==> src/rtl/boot_loader_mc.sv <==
// Boot controller: handshake byte, length-prefixed instruction and data segments, completion byte, core release.
// Optional `define CHECKSUM_EN: each non-empty segment is followed by a 32-bit XOR checksum.
module boot_loader_mc #(
    parameter int unsigned WORD_BYTES = 4,
    parameter int unsigned IMEM_AW    = 16,
    parameter int unsigned DMEM_AW    = 27,
    parameter int unsigned DMEM_BASE  = 0,
    parameter logic [7:0]  ACK_START  = 8'h99,
    parameter logic [7:0]  ACK_DONE   = 8'hAA,
    localparam int unsigned DATA_W    = 8 * WORD_BYTES
) (
    input  logic               clk,
    input  logic               rst,
    input  logic               start,
    input  logic [7:0]         rx_data,
    input  logic               rx_valid,
    output logic               rx_ready,
    output logic [7:0]         tx_data,
    output logic               tx_valid,
    input  logic               tx_ready,
    output logic               imem_we,
    output logic [IMEM_AW-1:0] imem_addr,
    output logic [DATA_W-1:0]  imem_wdata,
    output logic               dmem_req,
    output logic [DMEM_AW-1:0] dmem_addr,
    output logic [DATA_W-1:0]  dmem_wdata,
    input  logic               dmem_done,
    output logic               core_run,
    output logic               busy,
    output logic               error,
    output logic [31:0]        prog_words
);

    typedef enum logic [3:0] {
        S_IDLE, S_TX_ACK0, S_HDR_I, S_LOAD_I, S_HDR_D,
        S_LOAD_D, S_WR_D, S_TX_ACK1, S_RUN, S_ERR
`ifdef CHECKSUM_EN
        , S_CHK_I, S_CHK_D, S_TX_ERR
`endif
    } state_e;

    localparam logic [2:0]  BCNT_LAST = 3'(WORD_BYTES - 1);
    localparam logic [63:0] IMEM_LIM  = 64'd1 << IMEM_AW;
    localparam logic [63:0] DMEM_LIM  = (64'd1 << DMEM_AW) - 64'(DMEM_BASE);

    state_e               state_q;
    logic [2:0]           bcnt_q;
    logic [31:0]          hdr_q, dcount_q, widx_q, prog_words_q;
    logic [DATA_W-1:0]    word_q;
    logic                 rx_ready_q, tx_valid_q, imem_we_q, dmem_req_q;
    logic                 core_run_q, busy_q, error_q;
    logic [7:0]           tx_data_q;
    logic [IMEM_AW-1:0]   imem_addr_q;
    logic [DMEM_AW-1:0]   dmem_addr_q;
    logic [DATA_W-1:0]    imem_wdata_q, dmem_wdata_q;
`ifdef CHECKSUM_EN
    logic [31:0]          csum_q;
`endif

    logic              rx_fire;
    logic [DATA_W-1:0] word_d;
    logic [31:0]       hdr_d, widx_inc;

    assign rx_fire  = rx_valid & rx_ready_q;
    assign widx_inc = widx_q + 32'd1;

    // Little-endian assembly: the byte counter selects the lane for the incoming byte.
    always_comb begin
        word_d = word_q;
        hdr_d  = hdr_q;
        for (int b = 0; b < WORD_BYTES; b++)
            if (bcnt_q == 3'(b)) word_d[8*b +: 8] = rx_data;
        for (int b = 0; b < 4; b++)
            if (bcnt_q[1:0] == 2'(b)) hdr_d[8*b +: 8] = rx_data;
    end

    always_ff @(posedge clk) begin
        if (rst) begin
            state_q      <= S_IDLE;
            bcnt_q       <= '0;
            hdr_q        <= '0;
            dcount_q     <= '0;
            widx_q       <= '0;
            prog_words_q <= '0;
            word_q       <= '0;
            rx_ready_q   <= 1'b0;
            tx_valid_q   <= 1'b0;
            tx_data_q    <= '0;
            imem_we_q    <= 1'b0;
            imem_addr_q  <= '0;
            imem_wdata_q <= '0;
            dmem_req_q   <= 1'b0;
            dmem_addr_q  <= '0;
            dmem_wdata_q <= '0;
            core_run_q   <= 1'b0;
            busy_q       <= 1'b0;
            error_q      <= 1'b0;
`ifdef CHECKSUM_EN
            csum_q       <= '0;
`endif
        end else begin
            imem_we_q <= 1'b0;
            case (state_q)
                S_IDLE: if (start) begin
                    state_q    <= S_TX_ACK0;
                    tx_data_q  <= ACK_START;
                    tx_valid_q <= 1'b1;
                    busy_q     <= 1'b1;
                end
                S_TX_ACK0: if (tx_ready) begin
                    tx_valid_q <= 1'b0;
                    rx_ready_q <= 1'b1;
                    state_q    <= S_HDR_I;
                end
                S_HDR_I: if (rx_fire) begin
                    hdr_q <= hdr_d;
                    if (bcnt_q == 3'd3) begin
                        bcnt_q       <= '0;
                        prog_words_q <= hdr_d;
                        if ({32'd0, hdr_d} > IMEM_LIM) begin
                            state_q    <= S_ERR;
                            rx_ready_q <= 1'b0;
                            error_q    <= 1'b1;
                            busy_q     <= 1'b0;
                        end else if (hdr_d == 32'd0) begin
                            state_q <= S_HDR_D;
                        end else begin
                            state_q <= S_LOAD_I;
                        end
                    end else begin
                        bcnt_q <= bcnt_q + 3'd1;
                    end
                end
                S_LOAD_I: if (rx_fire) begin
                    word_q <= word_d;
                    if (bcnt_q == BCNT_LAST) begin
                        bcnt_q       <= '0;
                        imem_we_q    <= 1'b1;
                        imem_addr_q  <= IMEM_AW'(widx_q);
                        imem_wdata_q <= word_d;
`ifdef CHECKSUM_EN
                        csum_q       <= csum_q ^ 32'(word_d);
`endif
                        if (widx_inc == prog_words_q) begin
                            widx_q <= '0;
`ifdef CHECKSUM_EN
                            state_q <= S_CHK_I;
`else
                            state_q <= S_HDR_D;
`endif
                        end else begin
                            widx_q <= widx_inc;
                        end
                    end else begin
                        bcnt_q <= bcnt_q + 3'd1;
                    end
                end
                S_HDR_D: if (rx_fire) begin
                    hdr_q <= hdr_d;
                    if (bcnt_q == 3'd3) begin
                        bcnt_q   <= '0;
                        dcount_q <= hdr_d;
                        if ({32'd0, hdr_d} > DMEM_LIM) begin
                            state_q    <= S_ERR;
                            rx_ready_q <= 1'b0;
                            error_q    <= 1'b1;
                            busy_q     <= 1'b0;
                        end else if (hdr_d == 32'd0) begin
                            state_q    <= S_TX_ACK1;
                            rx_ready_q <= 1'b0;
                            tx_data_q  <= ACK_DONE;
                            tx_valid_q <= 1'b1;
                        end else begin
                            state_q <= S_LOAD_D;
                        end
                    end else begin
                        bcnt_q <= bcnt_q + 3'd1;
                    end
                end
                S_LOAD_D: if (rx_fire) begin
                    word_q <= word_d;
                    if (bcnt_q == BCNT_LAST) begin
                        bcnt_q       <= '0;
                        rx_ready_q   <= 1'b0;
                        dmem_req_q   <= 1'b1;
                        dmem_addr_q  <= DMEM_AW'(DMEM_BASE) + DMEM_AW'(widx_q);
                        dmem_wdata_q <= word_d;
`ifdef CHECKSUM_EN
                        csum_q       <= csum_q ^ 32'(word_d);
`endif
                        state_q      <= S_WR_D;
                    end else begin
                        bcnt_q <= bcnt_q + 3'd1;
                    end
                end
                // No byte is consumed here, so a coincident rx byte simply waits.
                S_WR_D: if (dmem_done) begin
                    dmem_req_q <= 1'b0;
                    if (widx_inc == dcount_q) begin
                        widx_q <= '0;
`ifdef CHECKSUM_EN
                        rx_ready_q <= 1'b1;
                        state_q    <= S_CHK_D;
`else
                        state_q    <= S_TX_ACK1;
                        tx_data_q  <= ACK_DONE;
                        tx_valid_q <= 1'b1;
`endif
                    end else begin
                        widx_q     <= widx_inc;
                        rx_ready_q <= 1'b1;
                        state_q    <= S_LOAD_D;
                    end
                end
                S_TX_ACK1: if (tx_ready) begin
                    tx_valid_q <= 1'b0;
                    core_run_q <= 1'b1;
                    busy_q     <= 1'b0;
                    state_q    <= S_RUN;
                end
`ifdef CHECKSUM_EN
                S_CHK_I, S_CHK_D: if (rx_fire) begin
                    hdr_q <= hdr_d;
                    if (bcnt_q == 3'd3) begin
                        bcnt_q <= '0;
                        csum_q <= '0;
                        if (hdr_d != csum_q) begin
                            state_q    <= S_TX_ERR;
                            rx_ready_q <= 1'b0;
                            tx_data_q  <= 8'hEE;
                            tx_valid_q <= 1'b1;
                        end else if (state_q == S_CHK_I) begin
                            state_q <= S_HDR_D;
                        end else begin
                            state_q    <= S_TX_ACK1;
                            rx_ready_q <= 1'b0;
                            tx_data_q  <= ACK_DONE;
                            tx_valid_q <= 1'b1;
                        end
                    end else begin
                        bcnt_q <= bcnt_q + 3'd1;
                    end
                end
                S_TX_ERR: if (tx_ready) begin
                    tx_valid_q <= 1'b0;
                    error_q    <= 1'b1;
                    busy_q     <= 1'b0;
                    state_q    <= S_ERR;
                end
`endif
                S_RUN, S_ERR: state_q <= state_q;
                default: state_q <= S_IDLE;
            endcase
        end
    end

    assign rx_ready   = rx_ready_q;
    assign tx_data    = tx_data_q;
    assign tx_valid   = tx_valid_q;
    assign imem_we    = imem_we_q;
    assign imem_addr  = imem_addr_q;
    assign imem_wdata = imem_wdata_q;
    assign dmem_req   = dmem_req_q;
    assign dmem_addr  = dmem_addr_q;
    assign dmem_wdata = dmem_wdata_q;
    assign core_run   = core_run_q;
    assign busy       = busy_q;
    assign error      = error_q;
    assign prog_words = prog_words_q;

endmodule

==> config.mk <==
export PLATFORM = sky130hd
export DESIGN_NAME = boot_loader_mc
export DESIGN_NICKNAME = d
export VERILOG_FILES = /design/src/rtl/boot_loader_mc.sv
export SDC_FILE = /design/constraint.sdc
export NUM_CORES = 1
export LEC_CHECK = 0
export BUFFER_PORTS_ARGS = -buffer_cell sky130_fd_sc_hd__buf_2
export CORE_ASPECT_RATIO = 0.8
export CORE_UTILIZATION = 59
export CTS_CLUSTER_DIAMETER = 80
export DETAILED_ROUTE_END_ITERATION = 8
export PLACE_DENSITY = 0.81
export SKIP_CTS_REPAIR_TIMING = 1
export SLEW_MARGIN = 20
export SYNTH_ARGS = -nofsm -noshare
export SYNTH_HDL_FRONTEND = slang
export SYNTH_SLANG_ARGS = --single-unit
==> constraint.sdc <==
create_clock -name clk -period 3.6 [get_ports clk]
set_clock_uncertainty 0.05 [all_clocks]
set_input_delay 0.18 -clock clk [delete_from_list [all_inputs] [get_ports clk]]
set_output_delay 0.18 -clock clk [all_outputs]
set_load 0.02 [all_outputs]
==> results of run 1 <==
-- flip-flops by register name, indices dropped and copies added, names as in the netlist, 3 cells and up --
name	count
bcnt_q	3
word_q	24
dmem_wdata	32
prog_words	32
widx_q	32
dmem_addr	27
imem_addr	16
dcount_q	32
imem_wdata	32
tx_data	3
hdr_q	32
state_q	4
-- cell type report --
type	count	area share
multi-input combinational	1261	0.451
sequential	276	0.312
timing repair buffer	412	0.161
clock buffer	36	0.0425
tap	306	0.0214
clock inverter	13	0.00806
inverter	23	0.00484
-- critical path, cell delays in order, from the launching register on --
cell	delay, ns
dfxtp_2	0.37
nand4_1	0.26
buf_4	0.25
nor4_4	0.16
buf_6	0.18
buf_8	0.13
and4_1	0.19
o22a_1	0.12
nand4_1	0.13
or4b_4	0.58
nor4_4	0.31
a211oi_4	0.15
buf_12	0.20
and2_4	0.15
a22o_1	0.24
-- worst paths after layout --
kind                                     end
worst max-delay path               widx_q[5]
worst min-delay path                core_run
worst max register to register     widx_q[5]
worst min register to register  dmem_addr[6]
-- routing by layer --
layer  wire length (µm)  track usage
met1              21100        0.560
met2              22200        0.597
met3               5780       0.0902
met4               1650        0.136
met5                  0            0
-- metrics by stage --
stage / hold WS [ns] / util / cell area (µm²) / setup TNS [ns]
2_1_floorplan: 0.226 / - / 13900 / 0
3_3_place_gp: 0.389 / 0.709 / 16200 / -3.45
3_5_place_dp: 0.395 / 0.709 / 16200 / -4.44
4_1_cts: -0.108 / 0.749 / 17100 / -5.60
5_1_grt: 0.0131 / 0.783 / 17900 / -1.28
6_report: -0.0325 / 0.783 / 17900 / -0.00188
-- cell usage after synthesis (all sizes together) (3+ instances only) --
cell	instances
o31ai	10
xnor3	6
o211a	3
a211oi	124
nor2	206
o22ai	13
buf	42
or4	8
nor3	19
a22o	3
and2	11
a22oi	6
a21oi	134
nor3b	7
or2	5
nand3	77
dfxtp	276
nand2b	20
nand3b	7
o2111ai	6
a21o	3
nor2b	16
a31oi	13
nand4b	3
xnor2	52
ha	5
clkbuf	121
a2111oi	7
o211ai	7
nor4b	4
mux2i	85
xor2	27
o21ai	22
inv	23
or3	8
nand4	34
and3	7
nand2	217
nor4	29
o311ai	9
a32oi	3
and4	10
-- power groups by stage --
stage	Sequential [W]	Clock, W	Combinational [W]
after floorplan	0.00323	0	0.000617
after global routing	0.00320	0.00304	0.000962
after CTS	0.00320	0.00292	0.000819
final	0.00320	0.00293	0.000893
after global placement	0.00326	0	0.000790
after detailed placement	0.00327	0	0.000810
-- cell families (layout without fill, tap and decap cells) --
family / count (synthesis) / count (layout)
other: 1 / 2
flip-flops: 276 / 276
multiplexers: 86 / 86
AND/OR/NAND/NOR: 693 / 693
buffers and inverters: 186 / 484
adder cells (fa/ha/maj): 5 / 5
AO/OA/AOI/OAI: 390 / 390
XOR/XNOR: 85 / 85
==> flow_summary.yaml, run 1 <==
sta:
  hold_viol: 2
  hold_slack_ns: -0.0325
  rsz0062_at_grt: "yes"
  worst_slew_pin_slew_ns: 1.04
  period_needed_ns: 3.60
  fin_ws_ns: -0.00188
  slew_headroom: 0.305
  setup-violations-final: 1
  fmax_mhz: 278
  period_share: 1.00
  slew_viol_final: 0
cts:
  cts_tree: "built"
  numCtsBuffers: 27
  clockBufferDepth: 3
  clk_pin_slew_ns: 0.07
  cts_root_buf: "clkbuf_16"
  htree_levels: 1
  cts.sinks: 276
  clock_latency_ns: 0.57
worst_setup_path:
  crit_arrival_ns: 4.00
  rrSetupSlack_ns: -0.002
  r2r_cells: 14
  critical_path_class: "register to register"
  start_kind: "register"
  crit_path_end_kind: "register"
  worstPathMaxFanout: 8
  startpoint: "widx_q[0]"
  worstReg2RegStart: "widx_q[0]"
  crit_required_ns: 4.00
grt:
  grt_usage: 0.397
  antenna_found_initial: 0
  overflow: 0
  grt_pass1_vias: 13400
  grt_max_degree: 139
  grt_pass1_wl_mm: 75.8
hold_path:
  min_path_type: "input port to register"
  hold_depth: 5
  min_from: "tx_ready"
finish:
  diodes: 0
  layout_common_cells: "dfxtp_1 (261), buf_4 (225), nand2_1 (216), nor2_1 (200), buf_2 (164)"
  layout.nets: 2020
  nFillCells: 1594
  final_common_cell: "dfxtp_1"
  area_delta_synth_final_pct: 28.2
  seq_area_um2: 5570
  fin_cells: 2327
  multiInputGateArea_um2: 8040
  drive_gt1_frac: 0.270
place:
  dp_hpwl_mm: 35.6
  dp.cells: 2242
  post-place-ws_ns: -0.289
  port_buffers: 165
  place_congestion: 1.02
yosys:
  yosys.area_share.adder: 0.00449
  seq_area_frac_synth: 0.397
  synth.area.top_cells: "dfxtp_1 (40%), a211oi_1 (6.6%), mux2i_1 (6.1%)"
  synth_flop_cell: "dfxtp_1"
  ys_types: 75
  synth_top_family_by_area: "simple AND/OR/NAND/NOR gates"
  synth_compound_area_frac: 0.187
  netlist_area_um2: 13900
  synth_seq_cells: 276
  synthArstFlopShare: 0
  synth_warnings: 0
  synth_cells: 1722
  synth_simple_gate_area_frac: 0.237
  syn_avg_cell_area_um2: 8.09
  netlist.area_leader.share: 0.397
  yosys.area.top_type: "dfxtp_1"
  synthXorXnorAreaFrac: 0.0594
  synth_mux_area_frac: 0.0619
  synth-edff-count: 0
floorplan:
  io_pins: 168
  start_util: 0.611
  core-area_um2: 22800
  dieArea_um2: 24200
  die_h_um: 139
  fp.dieW_um: 174
  rows: 49
power_and_ir_drop:
  internal_power_w: 0.00509
  clock_power_share: 0.417
  vdd_drop_max_v: 0.000396
  pwr-share-seq: 0.456
  fin_total_pwr_w: 0.00702
  switching_share: 0.275
  power_density_nw_per_um2: 393
  leakagePower_nw: 6.87
  power_switching_w: 0.00193
  combPwrFrac: 0.127
routing:
  vias: 14700
  drt-wirelength-per-cell_um: 21.8
  drtIter0Drc: 2047
  ant_nets: 0
  vias_per_cell: 6.32
  drcViolationCount: 0
  finalWirelength_mm: 50.7
  dr.pass1.iters: 6
flow_run:
  max-cap-violations: 0
outcome:
  status: "complete, but fails checks"
  violations: "negative hold slack, negative setup slack"
(Power assumes the default switching activity.)
==> run 2: changes to the inputs <==
- CORE_UTILIZATION: 59 -> 60
- CTS_BUF_LIST: default -> sky130_fd_sc_hd__clkbuf_8
- PLACE_DENSITY: 0.81 -> 0.82
==> run 2 against run 1 <==
  * The flow finishes with violations (negative setup slack)
  * Fmax shrank 2.8%
  * Register-to-register slack lost 0.10 ns
  * Worst setup slack lost 0.10 ns
  * Utilization shrank 1.1 points
  * Power grew 1.1%
  * Combinational power shrank 4.0%
  * Critical endpoint unchanged
==> flow_summary.yaml, run 2 (synthesized netlist as in run 1, its figures left out) <==
worst_setup_path:
  worst-path-buf-inv: 2
  path_delay_family: "simple AND/OR/NAND/NOR gates"
  slowest_delay_ns: 0.58
  crit_chain: "nand3_2 > or4_4 > buf_4 > or3_1 > nand3_1 > nand4_1 > or4b_4 > nor4_4 > buf_4 > a211oi_2 > and2_1 > a22o_1"
  worstPathMaxFanout: 4
  crit_required_ns: 4.01
  critical_path_class: "register to register"
  cpMostUsedCell: "buf_4"
  start_kind: "register"
  crit_path_end_kind: "register"
  crit_arrival_ns: 4.11
  worst_path_max_delay_cell: "or4b_4"
place:
  place_congestion: 1.03
  placed_cell_area_um2: 16000
  dp.cells: 2220
  dp_hpwl_mm: 34.5
  port_buffers: 165
  post-place-ws_ns: -0.296
floorplan:
  die_h_um: 138
  fp.dieW_um: 172
  rows: 49
  io_pins: 168
  dieArea_um2: 23800
  start_util: 0.616
  core-area_um2: 22600
cts:
  clockBufferDepth: 3
  htree_levels: 2
  cts.sinks: 276
  clock_latency_ns: 0.58
  numCtsBuffers: 43
  cts_tree: "built"
  cts_root_buf: "clkbuf_8"
  clk_pin_slew_ns: 0.07
finish:
  nFillCells: 1628
  drive_gt1_frac: 0.253
  postLayoutCoreUtil: 0.772
  diodes: 0
  fin_cells: 2311
  area_delta_synth_final_pct: 25.4
  final_area_um2: 17500
  layout_common_cells: "dfxtp_1 (266), nand2_1 (215), nor2_1 (201), buf_4 (181), buf_2 (164)"
  final_common_cell: "dfxtp_1"
  layout.nets: 1990
power_and_ir_drop:
  leakagePower_nw: 6.65
  combPwrFrac: 0.121
  power_switching_w: 0.00196
  vdd_drop_max_v: 0.000417
  pwr-share-seq: 0.449
  power_density_nw_per_um2: 406
  internal_power_w: 0.00513
  clock_power_share: 0.430
  switching_share: 0.277
routing:
  ant_nets: 0
  vias_per_cell: 6.28
  dr.pass1.iters: 8
  drt-wirelength-per-cell_um: 21.1
  drcViolationCount: 0
  vias: 14500
  finalWirelength_mm: 48.8
  drtIter0Drc: 1888
outcome:
  violations: "negative setup slack"
  status: "complete, but fails checks"
grt:
  grt_use_met2: 0.587
  grt_busiest_layer: "met2"
  grt_max_degree: 157
  grt_pass1_vias: 13100
  use_met3: 0.0867
  antenna_found_initial: 0
  globalRouteMet1Util: 0.572
  grt_pass1_wl_mm: 73.8
  grt_usage: 0.397
  overflow: 0
sta:
  period_share: 1.03
  hold_viol: 0
  fin_ws_ns: -0.107
  slew_viol_final: 0
  worst_slew_pin_slew_ns: 1.04
  hold_slack_ns: 0.0644
  slew_headroom: 0.304
  setup-violations-final: 22
  period_needed_ns: 3.71
  rsz0062_at_grt: "yes"
  fmax_mhz: 270
hold_path:
  min_path_type: "input port to register"
flow_run:
  max-cap-violations: 0
## run 2: cell count changes in the layout (fill, tap and decap cells not counted), sizes merged
| cell | delta |
|---|---|
| a211oi | +1 |
| buf | -48 |
| bufinv | +1 |
| clkbuf | +21 |
| clkinv | +2 |
| clkinvlp | -1 |
| dlygate4sd3 | +3 |
| inv | +5 |
## run 2: layer usage
| layer | share of wire | vias to the layer above | wire length (µm) |
|---|---|---|---|
| met1 | 0.42 | 6870 | 20500 |
| met4 | 0.031 | 0 | 1500 |
| met5 | 0 | - | 0 |
| li1 | - | 6647 | - |
| met2 | 0.44 | 875 | 21400 |
| met3 | 0.11 | 120 | 5420 |
## run 2: area by class of cell
type                       instances  area, µm²  share of cell area
clock buffer                      59        812              0.0465
clock inverter                    20        200              0.0115
inverter                          23       86.3             0.00494
multi-input combinational       1262       7980               0.457
sequential                       276       5550               0.318
tap                              306        383              0.0219
timing repair buffer             365       2460               0.141
## run 2: path summary, 6_finish.rpt
path	from	cells past startpoint	to	slack (ns)
worst max-delay path	widx_q[16]	12	widx_q[5]	-0.11
worst min-delay path	rst	2	bcnt_q[0]	0.06
worst max register to register	widx_q[16]	12	widx_q[5]	-0.11
worst min register to register	dmem_addr[12]	2	dmem_addr[12]	0.40
## run 2: worst register-to-register path: stages (launching register included)
cell,delay (ns)
dfxtp_1,0.36
nand3_2,0.13
or4_4,0.57
buf_4,0.16
or3_1,0.36
nand3_1,0.09
nand4_1,0.15
or4b_4,0.58
nor4_4,0.25
buf_4,0.20
a211oi_2,0.17
and2_1,0.27
a22o_1,0.24
## run 2: per-stage QoR
step           total power, W  TNS [ns]
2_1_floorplan         0.00385         0
3_3_place_gp          0.00406    -0.740
3_5_place_dp          0.00407     -2.52
4_1_cts               0.00706     -2.87
5_1_grt               0.00731     -3.33
6_report              0.00709    -0.863
## run 2: power by group through the flow
stage / clock network, W / logic (W) / registers (W)
after global placement: 0 / 0.000806 / 0.00325
after CTS: 0.00305 / 0.000822 / 0.00319
after global routing: 0.00319 / 0.000930 / 0.00319
after floorplan: 0 / 0.000617 / 0.00323
final: 0.00305 / 0.000857 / 0.00319
after detailed placement: 0 / 0.000818 / 0.00325
==> run 3: changes to the inputs <==
- clock period: 3.6 -> 4.2 ns (I/O delays scaled with it)
==> run 3 against run 2 <==
  * Critical path type unchanged
  * The run now ends clean
  * Sequential cell count unchanged
  * Count of clock-buffer cells in the layout shrank 6
  * Sequential power down 14%
  * Fmax fell by 7.1%
  * Hold slack worse by 0.024 ns
  * Routed wire length decreased by 4.5%
  * Largest cell class unchanged
  * Cell count shrank 4.5%
==> flow_summary.yaml, run 3 (synthesized netlist as in run 1, its figures left out) <==
finish:
  drive_gt1_frac: 0.188
  diodes: 0
  layout_common_cells: "dfxtp_1 (275), nand2_1 (217), nor2_1 (203), buf_2 (164), a21oi_1 (133)"
  layout.nets: 1888
  postLayoutCoreUtil: 0.719
  area_delta_synth_final_pct: 16.8
  final_common_cell: "dfxtp_1"
sta:
  period_share: 0.950
  hold_viol: 0
  fmax_mhz: 251
  slew_viol_final: 0
  setup-violations-final: 0
  period_needed_ns: 3.99
  fin_ws_ns: 0.210
  slew_headroom: 0.254
  worst_slew_pin_slew_ns: 1.12
place:
  post-place-ws_ns: 0.0832
  dp_hpwl_mm: 33.2
  port_buffers: 165
  place_congestion: 1.02
grt:
  grt_max_degree: 145
  overflow: 0
  grt_pass1_wl_mm: 71.7
  antenna_found_initial: 0
  grt_pass1_vias: 12600
  grt_usage: 0.388
routing:
  drt-wirelength-per-cell_um: 21.1
  finalWirelength_mm: 46.6
  dr.pass1.iters: 6
  vias_per_cell: 6.28
  ant_nets: 0
  drcViolationCount: 0
  vias: 13900
  drtIter0Drc: 1598
worst_setup_path:
  critical_path_class: "register to register"
  crit_required_ns: 4.56
  crit_chain: "ha_1 > nand3_1 > buf_4 > nor4_1 > xnor2_1 > xnor2_1 > nor4_1 > nand4_1 > nor4_2 > a41oi_1 > buf_4 > a22oi_1 > nor2_1"
  cp.depth: 13
  worst-path-buf-inv: 2
  startpoint: "widx_q[1]"
  worst_r2r_endpoint: "widx_q[26]"
  worstReg2RegStart: "widx_q[1]"
  slowest_delay_ns: 0.56
  worstPathMaxFanout: 7
  r2r_cells: 13
  cp-endpoint: "widx_q[26]"
  start_kind: "register"
  crit_arrival_ns: 4.35
  crit_path_end_kind: "register"
  path_delay_family: "simple AND/OR/NAND/NOR gates"
  worst_path_max_delay_cell: "nor4_2"
  rrSetupSlack_ns: 0.21
floorplan:
  dieArea_um2: 23800
  die_h_um: 138
  io_pins: 168
  rows: 49
  start_util: 0.616
  fp.dieW_um: 172
  core-area_um2: 22600
power_and_ir_drop:
  leakagePower_nw: 6.03
  power_density_nw_per_um2: 355
  vdd_drop_max_v: 0.000417
cts:
  clk_pin_slew_ns: 0.07
  numCtsBuffers: 43
  htree_levels: 2
  cts_tree: "built"
  clockBufferDepth: 3
  clock_latency_ns: 0.58
  cts.sinks: 276
  cts_root_buf: "clkbuf_8"
outcome:
  status: "finished clean"
hold_path:
  min_path_type: "input port to register"
flow_run:
  max-cap-violations: 0
run 3: cell types whose count changed in the layout (fill, tap and decap cells not counted), moves of 4 or more:
cell,delta
dfxtp_2,-5
o311ai_2,-4
nor4_1,+4
buf_4,-88
inv_1,+9
clkbuf_8,-6
o311ai_0,+6
dfxtp_4,-4
dfxtp_1,+9
buf_6,-5
run 3: power breakdown:
part           internal (W)  switching, W  leakage, nW
clock network       0.00122       0.00112        0.511
logic              0.000247      0.000440         3.30
registers           0.00266     0.0000821         2.22
run 3: cell type report:
cell class                      instances  area (µm²)
Multi-Input combinational cell       1261        7750
Clock inverter                         25         166
Sequential cell                       276        5530
Tap cell                              306         383
Timing Repair Buffer                  264        1620
Fill cell                            1790        6360
Inverter                               23        86.3
Clock buffer                           53         729
run 3: worst min-delay path by stage:
| stage | end | from | depth (start not counted) | slack [ns] |
|---|---|---|---|---|
| 6_report | imem_wdata[24] | rx_data[0] | 3 | 0.04 |
| 5_1_grt | hdr_q[8] | rx_data[0] | 3 | 0.04 |
| 4_1_cts | dmem_req | dmem_done | 2 | -0.15 |
| 3_5_place_dp | dmem_addr[16] | dmem_addr[16] | 2 | 0.39 |
| 3_3_place_gp | dmem_addr[21] | dmem_addr[21] | 2 | 0.39 |
| 2_1_floorplan | dmem_req | dmem_done | 1 | 0.26 |
run 3: tightest hold or removal path, stage by stage:
cell     delay (ns)
buf_2          0.23
nand2_1        0.11
a21oi_1        0.06
run 3: layer usage:
layer | vias up | GRT usage | wire [µm]
met4 | 0 | 0.119 | 1420
met2 | 773 | 0.566 | 19900
met1 | 6566 | 0.570 | 20400
li1 | 6413 | - | -
met5 | - | 0 | 0
met3 | 111 | 0.0836 | 4840
run 3: metrics by stage:
stage / total power [W] / hold slack [ns] / area, µm² / instances / setup TNS, ns
6_report: 0.00577 / 0.0405 / 16300 / 2208 / 0
5_1_grt: 0.00598 / 0.0368 / 16300 / 2208 / -0.00866
4_1_cts: 0.00577 / -0.147 / 16200 / 2205 / 0
3_5_place_dp: 0.00346 / 0.393 / 15300 / 2127 / 0
3_3_place_gp: 0.00344 / 0.389 / 15300 / 2127 / 0
2_1_floorplan: 0.00330 / 0.256 / 13900 / 1723 / 0
